**src/rtl/runner_logic_if.sv**
```systemverilog
// Bundle between the game engine and runner_logic: frame strobe, obstacle
// stream and player controls flow in, player status flows back out.
interface runner_logic_if #(
  parameter int NUM_LANES = 3,
  parameter int LIVES     = 3
);
  localparam int LANE_W  = $clog2(NUM_LANES);
  localparam int LIVES_W = $clog2(LIVES + 1);

  logic               new_frame;
  logic [15:0]        obstacle;
  logic               obstacle_valid;
  logic               firstrow;
  logic               duck;
  logic               jump;
  logic               left;
  logic               right;
  logic               game_over;
  logic [LANE_W-1:0]  player_lane;
  logic signed [15:0] player_height;
  logic [23:0]        player_score;
  logic [1:0]         player_state;
  logic [LIVES_W-1:0] lives_left;
  logic [7:0]         speed;
  logic               hit;

  modport master (
    output new_frame, obstacle, obstacle_valid, firstrow, duck, jump, left, right,
    input  game_over, player_lane, player_height, player_score, player_state,
           lives_left, speed, hit
  );

  modport slave (
    input  new_frame, obstacle, obstacle_valid, firstrow, duck, jump, left, right,
    output game_over, player_lane, player_height, player_score, player_state,
           lives_left, speed, hit
  );
endinterface

```
**src/rtl/runner_logic.sv**
```systemverilog
// Endless-runner player logic: lane changes, jump/duck physics, obstacle
// collisions with lives and invulnerability, and score-driven speed-up.
module runner_logic #(
  parameter int NUM_LANES         = 3,
  parameter int HALF_BLOCK_LENGTH = 64,
  parameter int GRAVITY           = 3,
  parameter int VERTICAL_JUMP     = 10,
  parameter int DUCK_LIMIT        = 15,
  parameter int GROUND            = -128,
  parameter int MARGIN_OF_ERROR   = 10,
  parameter int SPEED_INIT        = 4,
  parameter int SPEED_MAX         = 16,
  parameter int SPEED_STEP        = 4096,
  parameter int LIVES             = 3,
  parameter int INVULN_FRAMES     = 60
) (
  input  logic          clk,
  input  logic          rst,
  runner_logic_if.slave bus
);
  localparam int LANE_W  = $clog2(NUM_LANES);
  localparam int LIVES_W = $clog2(LIVES + 1);
  localparam int INV_W   = $clog2(INVULN_FRAMES + 1);
  localparam int DUCK_W  = $clog2(DUCK_LIMIT + 1);

  localparam logic [1:0] S_RUN  = 2'd0;
  localparam logic [1:0] S_AIR  = 2'd1;
  localparam logic [1:0] S_DUCK = 2'd2;
  localparam logic [1:0] S_DEAD = 2'd3;

  localparam logic signed [15:0] GROUND_H = 16'(GROUND);
  localparam logic signed [15:0] HALF_H   = 16'(HALF_BLOCK_LENGTH);
  localparam logic signed [15:0] MID_H    = 16'(HALF_BLOCK_LENGTH / 2);
  localparam logic signed [15:0] MARGIN_H = 16'(MARGIN_OF_ERROR);
  localparam logic signed [15:0] JUMP_H   = 16'(VERTICAL_JUMP);
  localparam logic signed [7:0]  JUMP_V   = 8'(VERTICAL_JUMP);
  localparam logic signed [7:0]  GRAV_V   = 8'(GRAVITY);
  localparam logic [15:0]        HALF_P   = 16'(HALF_BLOCK_LENGTH);
  localparam logic [15:0]        MID_P    = 16'(HALF_BLOCK_LENGTH / 2);
  localparam logic [7:0]         SPEED_INIT_V = 8'(SPEED_INIT);
  localparam logic [7:0]         SPEED_MAX_V  = 8'(SPEED_MAX);
  localparam logic [23:0]        STEP_V       = 24'(SPEED_STEP);

  logic signed [15:0] height;
  logic signed [7:0]  velocity;
  logic [23:0]        score;
  logic [23:0]        next_step;
  logic [LANE_W-1:0]  lane;
  logic [1:0]         state;
  logic [LIVES_W-1:0] lives;
  logic [7:0]         speed;
  logic [7:0]         target_speed;
  logic [15:0]        progress;
  logic [INV_W-1:0]   invuln;
  logic [DUCK_W-1:0]  duck_cnt;
  logic               hit;
  logic               game_over;

  logic [2:0]         obs_type;
  logic               in_lane;
  logic signed [15:0] half_prog;
  logic signed [15:0] ground_level;
  logic               at_mid;
  logic               low_hit;
  logic               high_hit;
  logic               obs_coll;
  logic signed [7:0]  nv;
  logic signed [15:0] nv_h;
  logic signed [15:0] air_height;
  logic               frame;
  logic               fell;
  logic               collide;
  logic [23:0]        score_next;
  logic [15:0]        prog_sum;
  logic               wrap;
  logic               crossing;
  logic [8:0]         doubled;
  logic [7:0]         target_next;

  assign obs_type  = bus.obstacle[15:13];
  assign in_lane   = bus.obstacle_valid && bus.firstrow &&
                     (bus.obstacle[12:10] == 3'(lane)) && (state != S_DEAD);
  assign half_prog = $signed({1'b0, progress[15:1]});

  always_comb begin
    ground_level = GROUND_H;
    if (in_lane) begin
      case (obs_type)
        3'd4:    ground_level = GROUND_H + HALF_H;
        3'd5:    ground_level = (bus.obstacle[9:0] >= 10'd64) ? GROUND_H + half_prog
                                                              : GROUND_H + MID_H + half_prog;
        default: ground_level = GROUND_H;
      endcase
    end
  end

  assign at_mid   = (progress == MID_P);
  assign low_hit  = (height <= GROUND_H + MID_H);
  assign high_hit = (state != S_DUCK);

  always_comb begin
    obs_coll = 1'b0;
    if (in_lane) begin
      case (obs_type)
        3'd1:    obs_coll = at_mid && low_hit;
        3'd2:    obs_coll = at_mid && high_hit;
        3'd3:    obs_coll = at_mid && low_hit && high_hit;
        3'd4:    obs_coll = (height <= GROUND_H + HALF_H);
        3'd5:    obs_coll = (height < ground_level - MARGIN_H);
        default: obs_coll = 1'b0;
      endcase
    end
  end

  // A dive in the air is just a forced velocity; it then lands or crashes like a fall.
  assign nv         = bus.duck ? -JUMP_V : velocity - GRAV_V;
  assign nv_h       = {{8{nv[7]}}, nv};
  assign air_height = height + nv_h;
  assign frame      = bus.new_frame && (state != S_DEAD);
  assign fell       = frame && (state == S_AIR) && (air_height < ground_level - MARGIN_H);
  assign collide    = (obs_coll || fell) && (invuln == '0);

  assign score_next  = score + 24'(speed);
  assign prog_sum    = progress + 16'(speed);
  assign wrap        = (prog_sum >= HALF_P);
  assign crossing    = (score_next >= next_step);
  assign doubled     = {target_speed, 1'b0};
  assign target_next = !crossing ? target_speed :
                       (doubled > 9'(SPEED_MAX)) ? SPEED_MAX_V : doubled[7:0];

  // A non-invulnerable collision pre-empts everything else a frame would do this cycle.
  always_ff @(posedge clk) begin
    if (rst) begin
      height       <= '0;
      velocity     <= '0;
      score        <= '0;
      next_step    <= STEP_V;
      lane         <= LANE_W'(NUM_LANES / 2);
      state        <= S_RUN;
      lives        <= LIVES_W'(LIVES);
      speed        <= SPEED_INIT_V;
      target_speed <= SPEED_INIT_V;
      progress     <= '0;
      invuln       <= '0;
      duck_cnt     <= '0;
      hit          <= 1'b0;
      game_over    <= 1'b0;
    end else begin
      hit <= 1'b0;
      if (collide) begin
        hit      <= 1'b1;
        lives    <= lives - LIVES_W'(1);
        height   <= ground_level;
        velocity <= '0;
        if (lives == LIVES_W'(1)) begin
          state     <= S_DEAD;
          game_over <= 1'b1;
        end else begin
          state  <= S_RUN;
          invuln <= INV_W'(INVULN_FRAMES);
        end
      end else if (frame) begin
        score        <= score_next;
        progress     <= wrap ? '0 : prog_sum;
        target_speed <= target_next;
        if (crossing) next_step <= next_step + STEP_V;
        if (wrap) speed <= target_next;
        if (invuln != '0) invuln <= invuln - INV_W'(1);
        if (bus.left && lane != '0) lane <= lane - LANE_W'(1);
        else if (bus.right && lane != LANE_W'(NUM_LANES - 1)) lane <= lane + LANE_W'(1);
        case (state)
          S_RUN: begin
            if (bus.duck) begin
              state    <= S_DUCK;
              duck_cnt <= DUCK_W'(1);
              height   <= ground_level;
            end else if (bus.jump) begin
              state    <= S_AIR;
              velocity <= JUMP_V;
              height   <= height + JUMP_H;
            end else begin
              height <= ground_level;
            end
          end
          // Below the margin only gets here while invulnerable, so it lands as well.
          S_AIR: begin
            if (air_height >= ground_level) begin
              height   <= air_height;
              velocity <= nv;
            end else begin
              height   <= ground_level;
              velocity <= '0;
              state    <= S_RUN;
            end
          end
          S_DUCK: begin
            if (bus.jump) begin
              state    <= S_AIR;
              velocity <= JUMP_V;
              height   <= height + JUMP_H;
            end else if (duck_cnt < DUCK_W'(DUCK_LIMIT)) begin
              duck_cnt <= duck_cnt + DUCK_W'(1);
              height   <= ground_level;
            end else if (bus.duck) begin
              duck_cnt <= DUCK_W'(1);
            end else begin
              state <= S_RUN;
            end
          end
          default: state <= state;
        endcase
      end
    end
  end

  assign bus.game_over     = game_over;
  assign bus.player_lane   = lane;
  assign bus.player_height = height;
  assign bus.player_score  = score;
  assign bus.player_state  = state;
  assign bus.lives_left    = lives;
  assign bus.speed         = speed;
  assign bus.hit           = hit;
endmodule
```
**src/flat_wrapper.sv**
```systemverilog
// flat-port wrapper written by rule: the top's interface ports become plain ports
module runner_logic_flat 
#(
  parameter int NUM_LANES         = 3,
  parameter int HALF_BLOCK_LENGTH = 64,
  parameter int GRAVITY           = 3,
  parameter int VERTICAL_JUMP     = 10,
  parameter int DUCK_LIMIT        = 15,
  parameter int GROUND            = -128,
  parameter int MARGIN_OF_ERROR   = 10,
  parameter int SPEED_INIT        = 4,
  parameter int SPEED_MAX         = 16,
  parameter int SPEED_STEP        = 4096,
  parameter int LIVES             = 3,
  parameter int INVULN_FRAMES     = 60
)
  (clk, rst, bus_new_frame, bus_obstacle, bus_obstacle_valid, bus_firstrow, bus_duck, bus_jump, bus_left, bus_right, bus_game_over, bus_player_lane, bus_player_height, bus_player_score, bus_player_state, bus_lives_left, bus_speed, bus_hit);
  runner_logic_if #(.NUM_LANES(NUM_LANES), .LIVES(LIVES)) bus_i ();
  input  logic clk;
  input  logic rst;
  input wire logic [$bits(bus_i.new_frame)-1:0] bus_new_frame;
  input wire logic [$bits(bus_i.obstacle)-1:0] bus_obstacle;
  input wire logic [$bits(bus_i.obstacle_valid)-1:0] bus_obstacle_valid;
  input wire logic [$bits(bus_i.firstrow)-1:0] bus_firstrow;
  input wire logic [$bits(bus_i.duck)-1:0] bus_duck;
  input wire logic [$bits(bus_i.jump)-1:0] bus_jump;
  input wire logic [$bits(bus_i.left)-1:0] bus_left;
  input wire logic [$bits(bus_i.right)-1:0] bus_right;
  output wire logic [$bits(bus_i.game_over)-1:0] bus_game_over;
  output wire logic [$bits(bus_i.player_lane)-1:0] bus_player_lane;
  output wire logic [$bits(bus_i.player_height)-1:0] bus_player_height;
  output wire logic [$bits(bus_i.player_score)-1:0] bus_player_score;
  output wire logic [$bits(bus_i.player_state)-1:0] bus_player_state;
  output wire logic [$bits(bus_i.lives_left)-1:0] bus_lives_left;
  output wire logic [$bits(bus_i.speed)-1:0] bus_speed;
  output wire logic [$bits(bus_i.hit)-1:0] bus_hit;
  assign bus_i.new_frame = bus_new_frame;
  assign bus_i.obstacle = bus_obstacle;
  assign bus_i.obstacle_valid = bus_obstacle_valid;
  assign bus_i.firstrow = bus_firstrow;
  assign bus_i.duck = bus_duck;
  assign bus_i.jump = bus_jump;
  assign bus_i.left = bus_left;
  assign bus_i.right = bus_right;
  assign bus_game_over = bus_i.game_over;
  assign bus_player_lane = bus_i.player_lane;
  assign bus_player_height = bus_i.player_height;
  assign bus_player_score = bus_i.player_score;
  assign bus_player_state = bus_i.player_state;
  assign bus_lives_left = bus_i.lives_left;
  assign bus_speed = bus_i.speed;
  assign bus_hit = bus_i.hit;
  runner_logic #(.NUM_LANES(NUM_LANES), .HALF_BLOCK_LENGTH(HALF_BLOCK_LENGTH), .GRAVITY(GRAVITY), .VERTICAL_JUMP(VERTICAL_JUMP), .DUCK_LIMIT(DUCK_LIMIT), .GROUND(GROUND), .MARGIN_OF_ERROR(MARGIN_OF_ERROR), .SPEED_INIT(SPEED_INIT), .SPEED_MAX(SPEED_MAX), .SPEED_STEP(SPEED_STEP), .LIVES(LIVES), .INVULN_FRAMES(INVULN_FRAMES)) u_core (.clk(clk), .rst(rst), .bus(bus_i));
endmodule
```
**config.mk**
```make
export PLATFORM = sky130hd
export DESIGN_NAME = runner_logic_flat
export DESIGN_NICKNAME = d
export VERILOG_FILES = /design/src/rtl/runner_logic_if.sv /design/src/rtl/runner_logic.sv /design/src/flat_wrapper.sv
export SDC_FILE = /design/constraint.sdc
export NUM_CORES = 1
export LEC_CHECK = 0
export BUFFER_PORTS_ARGS = -buffer_cell sky130_fd_sc_hd__buf_2
export CAP_MARGIN = 10
export CORE_ASPECT_RATIO = 2
export CORE_MARGIN = 2
export CORE_UTILIZATION = 25
export DETAILED_ROUTE_END_ITERATION = 8
export PLACE_DENSITY = 0.47
export SYNTH_ARGS = -nofsm -noshare
export SYNTH_HDL_FRONTEND = slang
export SYNTH_SLANG_ARGS = --single-unit
```
**constraint.sdc**
```tcl
create_clock -name clk -period 7.44 [get_ports clk]
set_clock_uncertainty 0.15 [all_clocks]
set_input_delay 1.116 -clock clk [delete_from_list [all_inputs] [get_ports clk]]
set_output_delay 1.116 -clock clk [all_outputs]
set_load 0.02 [all_outputs]
```
==> metrics.csv <==
metric,value,unit
ys_seq_elements,110,
synthAdderAreaFrac,0.126,
critPathRequiredTime,7570,ps
synthMuxAreaShare,0.0484,
dieArea,42200,um^2
start_kind,flip-flop,
gp_congestion,0.876,
ys_seq_area_frac,0.218,
slowest_stage,or4_1,
num_rows,104,
routed_via_density,5.33,
clkSinkCount,110,
synth-simple-area-share,0.257,
irDropWorstVdd,0.000141,V
cts_buffers,9,
p_per_area,341,nW/um^2
finalSetupTns,0,ps
crit_top_cell,and3_1,
cp_max_fo,8,
syn_to_final_growth,14.6,%
synth_nets,1445,
final_nets,1510,
drt_iter0_markers,604,
synth_area,10100,um^2
multi_input_area,7440,um^2
antenna_found_initial,0,
nFillCells,4469,
final_antenna_net_count,0,
max_clock_freq,152,MHz
maxSlewHeadroom,0.358,
rsz0062_at_grt,no,
p_leak,4.85,nW
numPortBuffers,74,
synth_top_family_by_area,simple AND/OR/NAND/NOR gates,
clkLatencyLatePin,390,ps
syn_inst,1320,
async_reset_ff_frac,0,
ctsResizeCount,0,
cts_setup_buffers,0,
fin_crit_sh,0.883,
cap_viol_max_count,0,
hold_viol,0,
yosysUniqueCellTypes,85,
finalSetupViolCount,0,
drt_pass1_iterations,5,
synth_edf_count,0,
finalCriticalPeriod,6570,ps
drive_gt1_frac,0.130,
worstSetupEndpointType,flip-flop,
drc_errors,0,
cts_hold_buf,0,
io_pins,81,
vias,10200,
criticalPathCategory,flip-flop to flip-flop,
core-area,40100,um^2
critical_path.cell_chain,ha_1 -> inv_1 -> fa_1 -> nor2b_1 -> o21ai_0 -> a21o_1 -> a31oi_1 -> nor3b_1 -> buf_4 -> and3_1 -> and3_1 -> and3_1 -> nand3_1 -> xnor2_1 -> ha_1 -> nand4_1 -> nor2_1 -> nand3_1 -> or4_1 -> nor4_1 -> a21oi_1 -> or4_1 -> nor4_1 -> mux2_2,
dieWidth,146,um
start_util,0.252,
globalRouteTotalUtil,0.174,
p_total,3.95,mW
avgSynthCellArea,7.66,um^2
grt_pass1_vias,10200,
synth_xor_area_frac,0.0710,
cts_tree,built,
path_clk_slew,90,ps
synth_compound_area_frac,0.231,
critical_path_arrival,6700,ps
gr-total-overflow,0,
dp_hpwl,29500,um
h-tree-depth,3,
root_buffer,clkbuf_16,
detail_route.wl_per_cell,19.5,um
yosys_warnings,0,
ys.flop_type,dfxtp_1,
grt_start_max_net_pins,54,
worstHoldPathType,flip-flop to flip-flop,
run_status,"complete, no violations",
cts_buffer_depth,2,
fp.dieH,288,um
grt_pass1_wl,56900,um
regArea,2200,um^2
drv_slew,0,
worstMarginPinSlew,950,ps
wirelength,37400,um
max_stage_delay,580,ps
antenna-diode-count,0,
-- final timing paths --
check	cells past startpoint	slack (ps)	from	end
setup / recovery	24	870	u_core.bus.speed[0]$_SDFFE_PP0P_	u_core.next_step[16]$_SDFFE_PP0P_
setup reg to reg	24	870	u_core.bus.speed[0]$_SDFFE_PP0P_	u_core.next_step[16]$_SDFFE_PP0P_
hold reg to reg	2	320	u_core.bus.game_over$_SDFFE_PP0P_	u_core.bus.game_over$_SDFFE_PP0P_
hold / removal	2	320	u_core.bus.game_over$_SDFFE_PP0P_	u_core.bus.game_over$_SDFFE_PP0P_
-- power by group --
part | switching (mW) | total, mW | internal, mW
logic | 1.57 | 2.56 | 0.994
registers | 0.153 | 0.822 | 0.670
clock network | 0.284 | 0.565 | 0.281
total | 2.00 | 3.95 | 1.94
-- critical path: cells and delay by family (launching register included) --
| kind | cells | cell delay (ps) |
|---|---|---|
| AOI/OAI and AO/OA | 4 | 810 |
| xor gates and xnor gates | 1 | 160 |
| and+or+nand+nor | 13 | 3390 |
| muxes | 1 | 370 |
| adders and majority gates | 3 | 890 |
| DFF | 1 | 440 |
| buffers and inverters | 2 | 230 |
-- layout by cell type (no fill, tap or decap), drive strengths merged, types with 9 or more instances in the layout --
cell type / Yosys / routed
nand3b: 12 / 12
nor2b: 18 / 18
a2111oi: 9 / 9
a211oi: 19 / 19
o21ai: 62 / 62
and2: 12 / 12
buf: 14 / 115
nand3: 39 / 39
a22oi: 10 / 10
dfxtp: 110 / 110
or3: 16 / 16
or2: 11 / 11
inv: 65 / 69
or4: 10 / 10
nor4: 15 / 15
nand2: 120 / 120
o21a: 16 / 16
a31o: 10 / 10
xnor2: 51 / 51
ha: 97 / 97
mux2: 15 / 15
nand2b: 21 / 21
a21oi: 91 / 91
a221oi: 12 / 12
nor3: 38 / 38
a31oi: 16 / 16
mux2i: 32 / 32
nor2: 132 / 132
and3: 24 / 24
xor2: 31 / 31
a21o: 16 / 16
nand4: 27 / 27
clkbuf: 47 / 10
o211ai: 16 / 16
o22ai: 11 / 11
-- cell usage after synthesis, types with 17 or more instances --
| master | count | area [um^2] |
|---|---|---|
| clkbuf_1 | 47 | 176 |
| dfxtp_1 | 110 | 2200 |
| a211oi_1 | 17 | 128 |
| xnor2_1 | 51 | 447 |
| mux2i_1 | 32 | 320 |
| inv_1 | 65 | 244 |
| nand4_1 | 27 | 169 |
| nand3_1 | 38 | 190 |
| a21oi_1 | 91 | 455 |
| nor2b_1 | 18 | 113 |
| nand2_1 | 120 | 450 |
| nand2b_1 | 21 | 131 |
| ha_1 | 97 | 1210 |
| and3_1 | 24 | 150 |
| xor2_1 | 31 | 272 |
| o21ai_0 | 60 | 300 |
| nor2_1 | 130 | 488 |
| nor3_1 | 37 | 185 |
-- registers in the layout, indices dropped and copies added (netlist names) --
name,count
u_core.duck_cnt,4
u_core.bus.player_score,24
u_core.bus.hit,1
u_core.bus.player_state,2
u_core.next_step,12
u_core.invuln,6
u_core.bus.player_lane,2
u_core.velocity,8
u_core.bus.speed,8
u_core.progress,16
u_core.bus.lives_left,2
u_core.bus.game_over,1
u_core.target_speed,8
u_core.bus.player_height,16
-- cell families (layout without fill, tap and decap cells) --
group | Yosys count | after routing
buffers and inverters | 126 | 196
multiplexers | 47 | 47
adder cells (fa/ha/maj) | 100 | 100
XOR/XNOR | 82 | 82
AND/OR/NAND/NOR | 512 | 512
AO/OA/AOI/OAI | 343 | 343
flip-flops | 110 | 110
-- stage by stage --
step                      hold WS, ps   util  cells  instance area [um^2]  worst slack, ps
after detailed placement          306  0.281   1904                 11300              647
after global routing              368  0.289   1920                 11600              444
after floorplan                   295      -   1320                 10100             1580
after global placement            300  0.281   1904                 11300              602
final                             319  0.289   1920                 11600              872
after CTS                         328  0.289   1920                 11600              782
-- layout make-up --
class / count / share of cell area
multi-input cells: 1084 / 0.643
flip-flops and latches: 110 / 0.190
repair buffers: 115 / 0.0609
well taps: 530 / 0.0573
inverters: 65 / 0.0211
clock buffers: 10 / 0.0206
clock inverters: 6 / 0.00724
-- metal layers --
| metal | part of all wire | global-route usage |
|---|---|---|
| met5 | 0 | 0 |
| met4 | 0.069 | 0.124 |
| met3 | 0.028 | 0.0174 |
| met2 | 0.55 | 0.343 |
| met1 | 0.36 | 0.167 |
No activity file was read; power rests on OpenSTA's default activity.
